File: src/rtl/serial_tx.sv
// rtl/serial_tx.sv - 11-bit LSB-first serial frame transmitter (start, D0..D7, even parity, stop)
//
// Ports:
//   clk        system clock, all logic on posedge
//   reset      asynchronous active-low reset
//   load       send request, honoured only while ready=1
//   data_in    byte to send, sampled on the accepting edge
//   tx_out     serial line, idles high
//   ready      1 = idle, next load is accepted
//   busy       1 = frame in progress (always ~ready)
//   char_sent  one-cycle pulse after the stop bit completes

module serial_tx #(
  parameter int CLKS_PER_BIT = 16
) (
  input  logic       clk,
  input  logic       reset,
  input  logic       load,
  input  logic [7:0] data_in,
  output logic       tx_out,
  output logic       ready,
  output logic       busy,
  output logic       char_sent
);

  localparam int TW = (CLKS_PER_BIT > 1) ? $clog2(CLKS_PER_BIT) : 1;
  localparam logic [TW-1:0] TICK_LAST = TW'(CLKS_PER_BIT - 1);

  typedef enum logic {IDLE, SEND} state_t;

  state_t        state;
  // Holds frame bits 1..10; the start bit goes straight to tx_out on accept,
  // so frame[0] is always the next bit to drive.
  logic [9:0]    frame;
  logic [3:0]    bit_cnt;
  logic [TW-1:0] tick_cnt;

  always_ff @(posedge clk or negedge reset) begin
    if (!reset) begin
      state     <= IDLE;
      frame     <= '0;
      bit_cnt   <= '0;
      tick_cnt  <= '0;
      tx_out    <= 1'b1;
      ready     <= 1'b1;
      busy      <= 1'b0;
      char_sent <= 1'b0;
    end else begin
      char_sent <= 1'b0;
      case (state)
        IDLE: begin
          if (load) begin
            frame    <= {1'b1, ^data_in, data_in};
            bit_cnt  <= '0;
            tick_cnt <= '0;
            tx_out   <= 1'b0;
            ready    <= 1'b0;
            busy     <= 1'b1;
            state    <= SEND;
          end
        end
        SEND: begin
          if (tick_cnt == TICK_LAST) begin
            tick_cnt <= '0;
            if (bit_cnt == 4'd10) begin
              // Stop bit finished: line stays high, ready goes up in the
              // same cycle as char_sent so a back-to-back load is accepted.
              state     <= IDLE;
              bit_cnt   <= '0;
              tx_out    <= 1'b1;
              ready     <= 1'b1;
              busy      <= 1'b0;
              char_sent <= 1'b1;
            end else begin
              bit_cnt <= bit_cnt + 4'd1;
              tx_out  <= frame[0];
              frame   <= {1'b1, frame[9:1]};
            end
          end else begin
            tick_cnt <= tick_cnt + TW'(1);
          end
        end
        default: state <= IDLE;
      endcase
    end
  end

endmodule

File: config.mk
export PLATFORM = sky130hd
export DESIGN_NAME = serial_tx
export DESIGN_NICKNAME = d
export VERILOG_FILES = /design/src/rtl/serial_tx.sv
export SDC_FILE = /design/constraint.sdc
export NUM_CORES = 1
export LEC_CHECK = 0
export ABC_CLOCK_PERIOD_IN_PS = 4350
export BUFFER_PORTS_ARGS = -buffer_cell sky130_fd_sc_hd__buf_2
export CAP_MARGIN = 40
export CORE_AREA = 2 2 62 64
export DETAILED_ROUTE_END_ITERATION = 10
export DIE_AREA = 0 0 64 66
export HOLD_SLACK_MARGIN = 0.05
export PLACE_DENSITY = 0.6
export SLEW_MARGIN = 10
export SYNTH_ARGS = -nofsm -noshare
export SYNTH_HDL_FRONTEND = slang
export SYNTH_SLANG_ARGS = --single-unit
File: constraint.sdc
create_clock -name clk -period 4.35 [get_ports clk]
set_clock_uncertainty 0.1 [all_clocks]
set_input_delay 0.6525 -clock clk [delete_from_list [all_inputs] [get_ports clk]]
set_output_delay 0.6525 -clock clk [all_outputs]
set_load 0.01 [all_outputs]
# Word-level counts from Yosys, hierarchy flattened
# Cells that the tools add are included.
# word_totals
reg_bits,23
output_inout_bits,4
# classes
addsub,2
n_eq_ne,6
muxes,28
bitwise_logic,1
reduce_logical,4
# ops
op,n
two-way mux 10 bit,3
case mux 10 bit (2 select lines),1
two-way mux 4 bit,4
case mux 4 bit (2 select lines),2
two-way mux 1 bit,14
adder 4 x 1 -> 4 bit (second input constant),2
== test 4 bit (second input constant),2
case mux 1 bit (2 select lines),4
parity 8 bit,1
AND reduction 3 bit,2
!= test 2 x 1 -> 1 bit (second input constant),2
!= test 2 bit (second input constant),2
AND reduction 2 bit,1
NOT 1 bit,1

# Longest topological paths before layout
# Gate-level depths: netlist of run 1.
# logic_depth
depth_word,4
mapped_depth,7
mapped_depth_nobuf,6

# Worst setup path before layout of run 1
# OpenSTA, ideal clock, no wires.
# synth_timing
path_type,register to register
start,register bit_cnt[0]
end,register frame[4]
arrival_ns,1.476
setup_slack_ns,2.697
path_stages_with_launch,8
path_buffers,1
path_cell_list,dfrtp_1 inv_1 ha_1 and3b_1 a22oi_4 buf_4 nor2_1 a21oi_1
# synth_via
elab_chain_len,3
# synth_rtl
element,line_no,source
start: declaration,35,logic [3:0] bit_cnt;
start signal: assignment,75,bit_cnt <= bit_cnt + 4'd1;
== test 4 bit,65,if (bit_cnt == 4'd10) begin
!= test 2 bit (no source line),-,
AND reduction 3 bit (no source line),-,
end signal: assignment,53,"frame <= {1'b1, ^data_in, data_in};"
end signal: assignment,77,"frame <= {1'b1, frame[9:1]};"
end: declaration,34,logic [9:0] frame;
# Every way passes these cells.
# A chain may end at the register's enable or synchronous reset.

# Worst setup path in the final report of run 1
# layout_timing
start,register state
end,register frame[8]
# layout_via
elab_chain_len,3
word_cells_on_any_way,6
classes_between,eq/ne: 3; mux: 1; bitwise: 1; reduce/logical: 1
# layout_rtl
element,line_no,source
start: declaration,31,state_t state;
start signal: assignment,40,state <= IDLE;
start signal: assignment,59,state <= SEND;
start signal: assignment,68,state <= IDLE;
NOT 1 bit,-,
!= test 2 bit (no source line),-,
AND reduction 3 bit (no source line),-,
# Several ways; a longest one is shown, not always the timed one.

==> impl_metrics.json, run 1 <==
{
  "synth_area_leaders": "dfrtp_1, mux2i_1, xnor2_1",
  "tns_ns": 0,
  "leakage_nw": 0.625,
  "wl_um": 2020,
  "synthDominantCellAreaShare_pct": 44.5,
  "worst-endpoint-required_ns": 4.45,
  "internal_power_uw": 451,
  "dp_slack_ns": 2.17,
  "post-route-drc-count": 0,
  "die_y_um": 66,
  "cp_max_fo": 22,
  "slew_violations": 0,
  "path_class": "reg -> reg",
  "vdd_drop_max_mv": 0.253,
  "die_area_um2": 4220,
  "final_nets": 143,
  "layout-drive-gt1-share_pct": 18.0,
  "fp.dieW_um": 64,
  "grt_pass1_vias": 761,
  "grt_max_degree": 24,
  "p_comb_share_pct": 32.5,
  "track_usage_pct": 10.9,
  "hold_violations": 0,
  "stdcell_area_um2": 1310,
  "cts_tree": "done",
  "setup_slack_ns": 2.18,
  "cp-start-kind": "flip-flop",
  "fin_crit_ns": 2.17,
  "num_vias": 817,
  "port-buffer-count": 14,
  "setup_viol": 0,
  "post_cts_buffers": 0,
  "power_uw": 700,
  "firstDrtPassIters": 4,
  "grt_pass1_wl_um": 3580,
  "synth_area_per_cell_um2": 10.4,
  "max_slew_margin_pct": 43.1,
  "ioPinCount": 15,
  "synthCells": 114,
  "antenna-diode-count": 0,
  "vias_per_cell": 4.64,
  "cts_buffers": 3,
  "status": "complete, no violations",
  "ys_warn_count": 0,
  "core_area_um2": 3550,
  "tightestPinTransition_ns": 0.854,
  "htreeDepth": 1,
  "powerDensity_nw_per_um2": 534,
  "setup.worst_path.end_class": "flip-flop",
  "ctsResizeCount": 0,
  "routedWlPerCell_um": 11.5,
  "ys_ff_latch": 23,
  "dp_hpwl_um": 1490,
  "std_cell_rows": 22,
  "clk_pin_slew_ns": 0.13,
  "p_sw_share_pct": 35.6,
  "syn_area_um2": 1180,
  "hold_class": "in -> async",
  "detail-route-antenna-nets": 0,
  "power_switching_uw": 249,
  "yosys.cell_types.count": 32,
  "antenna_found_initial": 0,
  "min_period_over_period_pct": 49.9,
  "postCtsHoldBufs": 0,
  "p_seq_share_pct": 53.3,
  "clkSinkCount": 23,
  "gr-total-overflow": 0,
  "initial_utilization_pct": 33.3,
  "postPlaceCellArea_um2": 1280,
  "synth_top_area_cell": "dfrtp_1",
  "seq_area_frac_synth_pct": 48.9,
  "cts-root-buf": "clkbuf_4",
  "clockBufferDepth": 2,
  "insertion_delay_ns": 0.31,
  "synth_nets": 128,
  "cp.arrival_ns": 2.27,
  "syn2layout_area_growth_pct": 10.9,
  "rsz0062_at_grt": "no",
  "fmax_mhz": 460,
  "max_cap_violations": 0,
  "initialDrtViolationCount": 61,
  "place_congestion": 0.763,
  "power.share.clock_pct": 14.2
}
-- synth_stat cells --
library cell / n
xor2_1: 1
a21oi_1: 10
nand2b_1: 1
nor2_1: 12
and3_1: 1
o31ai_1: 3
dfstp_2: 2
o21ai_0: 6
or3_1: 1
or2_2: 1
a22oi_4: 1
mux2i_1: 9
xnor2_1: 7
nand2_1: 6
nand3b_1: 1
ha_1: 3
buf_4: 1
nand3_1: 4
and2_1: 2
a22o_1: 2
nand4b_1: 1
nand4_2: 1
inv_1: 4
dfrtp_1: 21
and3b_1: 1
nor3_1: 3
nand4_1: 1
a211oi_1: 1
o22ai_1: 1
buf_2: 2
buf_6: 1
a21o_1: 3
-- final timing paths --
kind                                      start                endpoint  slack [ns]  depth (start not counted)
setup / recovery                state$_DFF_PN0_    frame[8]$_DFFE_PN0P_        2.18                          4
hold / removal                            reset  bit_cnt[3]$_DFFE_PN0P_        0.18                          1
setup reg to reg                state$_DFF_PN0_    frame[8]$_DFFE_PN0P_        2.18                          4
hold reg to reg            frame[9]$_DFFE_PN0P_    frame[9]$_DFFE_PN0P_        0.37                          1
max in group asynchronous                 reset       ready$_DFFE_PN1P_        3.61                          1
min in group clk           frame[9]$_DFFE_PN0P_    frame[9]$_DFFE_PN0P_        0.37                          1
-- final cells by class --
| cell class | instances | area [um^2] |
|---|---|---|
| fill | 352 | 2240 |
| inverter | 4 | 15.0 |
| tap | 48 | 60.1 |
| timing repair buffer | 14 | 70.1 |
| sequential | 23 | 578 |
| clock inverter | 1 | 5.00 |
| clock buffer | 3 | 22.5 |
| multi-input combinational | 83 | 559 |
-- worst max-delay path: stages (launching register included) --
cell and delay, ns:
dfrtp_1 0.92, nand4_2 0.25, a22oi_4 0.46, mux2i_1 0.22, o21ai_0 0.10
-- metal layers --
layer	routed length (um)	global-route usage (%)	vias to the layer above
met3	95	3.58	0
met4	0	1.63	0
li1	-	-	435
met5	0	0	-
met1	1040	14.3	363
met2	891	17.8	19
-- flip-flops by register name, indices dropped and copies added, names as in the netlist --
name       cells
state          1
tick_cnt       4
frame         10
ready          1
bit_cnt        4
char_sent      1
busy           1
tx_out         1
-- cells by family (layout without fill, tap and decap cells) --
group           Yosys count  after routing  synth area share, %
compound gates           27             27                 15.0
xor+xnor                  8              8                 5.93
fa+ha+maj                 3              3                 3.18
buf+inv                   8             22                 3.71
flops                    23             23                 48.9
mux                       9              9                 7.63
simple gates             36             36                 15.6
-- power by group through the flow --
stage | Combinational (mW) | Clock (mW) | Sequential (mW)
final | 0.228 | 0.0991 | 0.373
after detailed placement | 0.230 | 0 | 0.379
after floorplan | 0.184 | 0 | 0.362
after global placement | 0.222 | 0 | 0.374
after CTS | 0.231 | 0.104 | 0.374
after global routing | 0.261 | 0.114 | 0.389
-- stage by stage --
step	instances	hold slack [ns]	util, %
2_1_floorplan	114	0.257	-
3_3_place_gp	172	0.353	36.1
3_5_place_dp	172	0.347	36.1
4_1_cts	176	0.199	36.9
5_1_grt	176	0.197	36.9
6_report	176	0.182	36.9
-- cell usage in the layout, fill, tap and decap left out, types with 3 or more instances in the layout --
| master | n |
|---|---|
| mux2i_1 | 9 |
| nand2_1 | 6 |
| dfrtp_1 | 21 |
| clkbuf_4 | 3 |
| nor2_1 | 12 |
| ha_1 | 3 |
| o21ai_0 | 6 |
| a21oi_1 | 10 |
| nand3_1 | 4 |
| inv_1 | 4 |
| buf_2 | 14 |
| nor3_1 | 3 |
| xnor2_1 | 7 |
| a21o_1 | 3 |
| o31ai_1 | 3 |
No activity file was read; power rests on OpenSTA's default activity.
==> run 2, diff against run 1 <==
Settings changed: ABC_CLOCK_PERIOD_IN_PS 4350 to 2000.
Clock period 4.35 ns to 2 ns, I/O delays scaled along.
==> impl_metrics.json, run 2 (same netlist as run 1, synthesis figures left out) <==
{
  "tns_ns": 0,
  "antenna-diode-count": 0,
  "powerDensity_nw_per_um2": 1130,
  "multi_input_area_um2": 559,
  "cp-start-kind": "flip-flop",
  "holdPathStages": 2,
  "cts_buffers": 3,
  "antenna_found_initial": 0,
  "postPlaceCellArea_um2": 1310,
  "hold_class": "in -> reg",
  "internal_power_uw": 987,
  "max_slew_margin_pct": 65.7,
  "grt_max_degree": 24,
  "firstDrtPassIters": 4,
  "wl_um": 2130,
  "routedWlPerCell_um": 11.8,
  "p_sw_share_pct": 35.1,
  "slew_violations": 0,
  "cp.arrival_ns": 1.92,
  "fill_cells": 360,
  "setup_slack_ns": 0.220,
  "clkSinkCount": 23,
  "status": "complete, no violations",
  "dp_slack_ns": 0.232,
  "port-buffer-count": 14,
  "reg_top3": "frame: 10 flops, bit_cnt: 4 flops, tick_cnt: 4 flops",
  "rsz0062_at_grt": "no",
  "die_y_um": 66,
  "r2r_slack_ns": 0.22,
  "layout-drive-gt1-share_pct": 19.7,
  "min_period_over_period_pct": 89.0,
  "hold_violations": 0,
  "track_usage_pct": 11.8,
  "fp.dieW_um": 64,
  "place_congestion": 0.736,
  "grt_pass1_vias": 896,
  "post-route-util_pct": 37.8,
  "power_switching_uw": 533,
  "worst-endpoint-required_ns": 2.14,
  "cts-root-buf": "clkbuf_4",
  "dp_cells": 175,
  "post_cts_buffers": 0,
  "setup.worst_path.end_class": "flip-flop",
  "grt_pass1_wl_um": 3890,
  "layout_common_cells": "dfrtp_1, buf_2, nor2_1, a21oi_1, mux2i_1",
  "insertion_delay_ns": 0.30,
  "post-route-drc-count": 0,
  "r2r_start": "bit_cnt[0]$_DFFE_PN0P_",
  "worstReg2RegEnd": "frame[5]$_DFFE_PN0P_",
  "stdcell_area_um2": 1340,
  "core_area_um2": 3550,
  "vdd_drop_max_mv": 0.667,
  "largest_reg_flops": 10,
  "ioPinCount": 15,
  "regMostFlops": "frame",
  "power_mw": 1.52,
  "fin_crit_ns": 1.78,
  "num_vias": 852,
  "p_seq_share_pct": 53.2,
  "fmax_mhz": 562,
  "finalNonFillerCells": 180,
  "die_area_um2": 4220,
  "vias_per_cell": 4.73,
  "final_nets": 147,
  "path_class": "reg -> reg",
  "p_comb_share_pct": 33.2,
  "initial_utilization_pct": 33.3,
  "timing.hold.ws_ns": 0.0974,
  "clk_pin_slew_ns": 0.12,
  "htreeDepth": 1,
  "leakage_nw": 0.643,
  "gr-total-overflow": 0,
  "cp_max_fo": 16,
  "seqCellArea_um2": 578,
  "power.share.clock_pct": 13.6,
  "min_from": "load",
  "max_cap_violations": 0,
  "layout_commonest_cell": "dfrtp_1",
  "tightestPinTransition_ns": 0.514,
  "setup_viol": 0,
  "reg2reg_depth": 7,
  "hold_end": "tick_cnt[2]$_DFFE_PN0P_",
  "detail-route-antenna-nets": 0,
  "dp_hpwl_um": 1640,
  "cts_tree": "done",
  "std_cell_rows": 22,
  "initialDrtViolationCount": 45,
  "syn2layout_area_growth_pct": 13.7,
  "clockBufferDepth": 2
}
-- run 2: cell types whose count changed in the layout (fill, tap and decap cells not counted), sizes merged --
cell,previous run,this run
buf,14,17
dlygate4sd3,0,1
-- run 2: repair_timing --
action | in CTS | in global routing
hold buffers | 1 | 0
endpoints found under the hold margin | 21 | 0
resized for setup | 0 | 0
-- run 2: layout make-up --
class,count,area share [%]
repair buffers,18,7.64
inverters,4,1.12
multi-input cells,83,41.7
clock inverters,1,0.373
flip-flops and latches,23,43.1
clock buffers,3,1.68
well taps,48,4.47
-- run 2: worst max path at each step --
stage,startpoint,endpoint,cells past startpoint
2_1_floorplan,bit_cnt[0]$_DFFE_PN0P_,frame[4]$_DFFE_PN0P_,7
3_3_place_gp,bit_cnt[0]$_DFFE_PN0P_,frame[7]$_DFFE_PN0P_,7
3_5_place_dp,bit_cnt[0]$_DFFE_PN0P_,frame[5]$_DFFE_PN0P_,7
4_1_cts,bit_cnt[0]$_DFFE_PN0P_,frame[5]$_DFFE_PN0P_,7
5_1_grt,bit_cnt[0]$_DFFE_PN0P_,frame[5]$_DFFE_PN0P_,7
6_report,bit_cnt[0]$_DFFE_PN0P_,frame[5]$_DFFE_PN0P_,7
-- run 2: power by group through the flow --
stage               combinational (mW)  sequential (mW)  clock, mW
floorplan                        0.400            0.788          0
global placement                 0.489            0.810          0
detailed placement               0.510            0.823          0
CTS                              0.514            0.812      0.225
global route                     0.590            0.845      0.244
finish                           0.505            0.809      0.207
-- run 2: routing by layer --
layer | global-route usage [%] | part of all wire (%) | up-vias
li1 | - | - | 438
met1 | 14.3 | 49 | 392
met2 | 20.6 | 47 | 22
met3 | 4.09 | 4.6 | 0
met4 | 1.63 | 0 | 0
met5 | 0 | 0 | -
-- run 2: critical path: stages, from the launching register on --
cell	delay, ns
dfrtp_1	0.45
inv_1	0.07
ha_1	0.22
and3b_1	0.24
a22oi_4	0.22
buf_4	0.23
nor2_1	0.07
a21oi_1	0.11
==> run 3, diff against run 2 <==
Settings changed: CORE_AREA 2 2 62 64 to 2 2 66 68, DIE_AREA 0 0 64 66 to 0 0 68 70, PLACE_DENSITY 0.6 to 0.55.
==> impl_metrics.json, run 3 (same netlist as run 1, synthesis figures left out) <==
{
  "die_area_um2": 4760,
  "clk_pin_slew_ns": 0.08,
  "leakage_nw": 0.648,
  "wl_um": 2180,
  "vias_per_cell": 4.74,
  "antenna_found_initial": 0,
  "post-route-drc-count": 0,
  "detail-route-antenna-nets": 0,
  "hold_class": "in -> reg",
  "fill_cells": 434,
  "cts_buffers": 3,
  "cts_tree": "done",
  "cp_max_fo": 11,
  "max_slew_margin_pct": 65.7,
  "holdPathStages": 2,
  "firstDrtPassIters": 4,
  "vdd_drop_max_mv": 0.447,
  "initialDrtViolationCount": 25,
  "tns_ns": 0,
  "place_congestion": 0.762,
  "fmax_mhz": 553,
  "fp.dieW_um": 68,
  "routedWlPerCell_um": 11.8,
  "layout-drive-gt1-share_pct": 18.9,
  "ioPinCount": 15,
  "htreeDepth": 1,
  "slew_violations": 0,
  "syn2layout_area_growth_pct": 15.6,
  "cts-root-buf": "clkbuf_8",
  "cp-start-kind": "flip-flop",
  "hold_violations": 0,
  "die_y_um": 70,
  "min_period_over_period_pct": 90.5,
  "timing.hold.ws_ns": 0.156,
  "clkSinkCount": 23,
  "setup.worst_path.end_class": "flip-flop",
  "grt_pass1_vias": 864,
  "largest_reg_flops": 10,
  "reg_top3": "frame: 10 flops, bit_cnt: 4 flops, tick_cnt: 4 flops",
  "path_cells": "inv_1 -> ha_1 -> and3b_1 -> a22oi_4 -> buf_4 -> nor2_1 -> a21oi_1",
  "port-buffer-count": 14,
  "core_area_um2": 4140,
  "post_cts_buffers": 0,
  "powerDensity_nw_per_um2": 1170,
  "regMostFlops": "frame",
  "grt_max_degree": 24,
  "insertion_delay_ns": 0.26,
  "dp_cells": 179,
  "ctsResizeCount": 0,
  "initial_utilization_pct": 28.5,
  "status": "complete, no violations",
  "grt_pass1_wl_um": 3840,
  "clockBufferDepth": 2,
  "layout_common_cells": "dfrtp_1, buf_2, nor2_1, a21oi_1, mux2i_1",
  "tightestPinTransition_ns": 0.515,
  "path_class": "reg -> reg",
  "setup_viol": 0,
  "final_nets": 147,
  "worst-endpoint-required_ns": 2.09,
  "layout_commonest_cell": "dfrtp_1",
  "fin_crit_ns": 1.81,
  "track_usage_pct": 10.5,
  "dp_hpwl_um": 1690,
  "num_vias": 873,
  "max_cap_violations": 0,
  "cpMaxStageDelayCell": "dfrtp_1",
  "crit_path_max_incr_delay_ns": 0.43,
  "cp.arrival_ns": 1.90,
  "antenna-diode-count": 0,
  "std_cell_rows": 24,
  "gr-total-overflow": 0,
  "finalNonFillerCells": 184,
  "rsz0062_at_grt": "no",
  "reg2reg_depth": 7
}
run 3: where the power goes:
| part | total, mW | switching (mW) | leakage, nW | internal (mW) |
|---|---|---|---|---|
| clock | 0.282 | 0.140 | 0.0228 | 0.142 |
| combinational | 0.507 | 0.247 | 0.373 | 0.260 |
| sequential | 0.809 | 0.156 | 0.252 | 0.653 |
| total | 1.60 | 0.544 | 0.648 | 1.06 |
run 3: per-stage QoR:
step	power (mW)	area, um^2	util, %	worst slack, ns
6_report	1.60	1370	32.9	0.190
5_1_grt	1.74	1370	32.9	0.0423
4_1_cts	1.62	1370	32.9	0.179
3_5_place_dp	1.33	1310	31.6	0.204
3_3_place_gp	1.30	1310	31.6	0.267
2_1_floorplan	1.19	1180	-	0.347
run 3: worst max-delay path, delay by kind of cell, from the launching register on:
| family | cells | cell delay (ns) |
|---|---|---|
| DFF | 1 | 0.43 |
| AOI/OAI and AO/OA | 2 | 0.41 |
| and+or+nand+nor | 2 | 0.28 |
| buffers and inverters | 2 | 0.29 |
| adders and majority gates | 1 | 0.22 |
run 3: timing repair:
item / CTS / global route
setup endpoints to repair: 0 / 0
hold buffers: 1 / 0
endpoints found under the hold margin: 21 / 0
run 3: routing by layer:
metal / global-route usage [%] / routed length, um
met5: 0 / 0
met2: 17.4 / 1060
met4: 3.33 / 0
met1: 13.7 / 1050
met3: 1.93 / 68
run 3: path summary, 6_finish.rpt:
check,startpoint,endpoint,slack [ns]
worst max-delay path,bit_cnt[0]$_DFFE_PN0P_,frame[5]$_DFFE_PN0P_,0.19
worst min-delay path,load,tick_cnt[2]$_DFFE_PN0P_,0.16
worst max register to register,bit_cnt[0]$_DFFE_PN0P_,frame[5]$_DFFE_PN0P_,0.19
worst min register to register,frame[9]$_DFFE_PN0P_,frame[9]$_DFFE_PN0P_,0.37
max in group asynchronous,reset,tx_out$_DFFE_PN1P_,0.98
min in group asynchronous,reset,bit_cnt[3]$_DFFE_PN0P_,0.46
run 3: layout make-up:
type / count / area, um^2 / area share (%)
clock buffer: 4 / 45.0 / 3.30
inverter: 4 / 15.0 / 1.10
multi-input combinational: 83 / 559 / 41.0
sequential: 23 / 578 / 42.3
tap: 52 / 65.1 / 4.77
timing repair buffer: 18 / 103 / 7.52
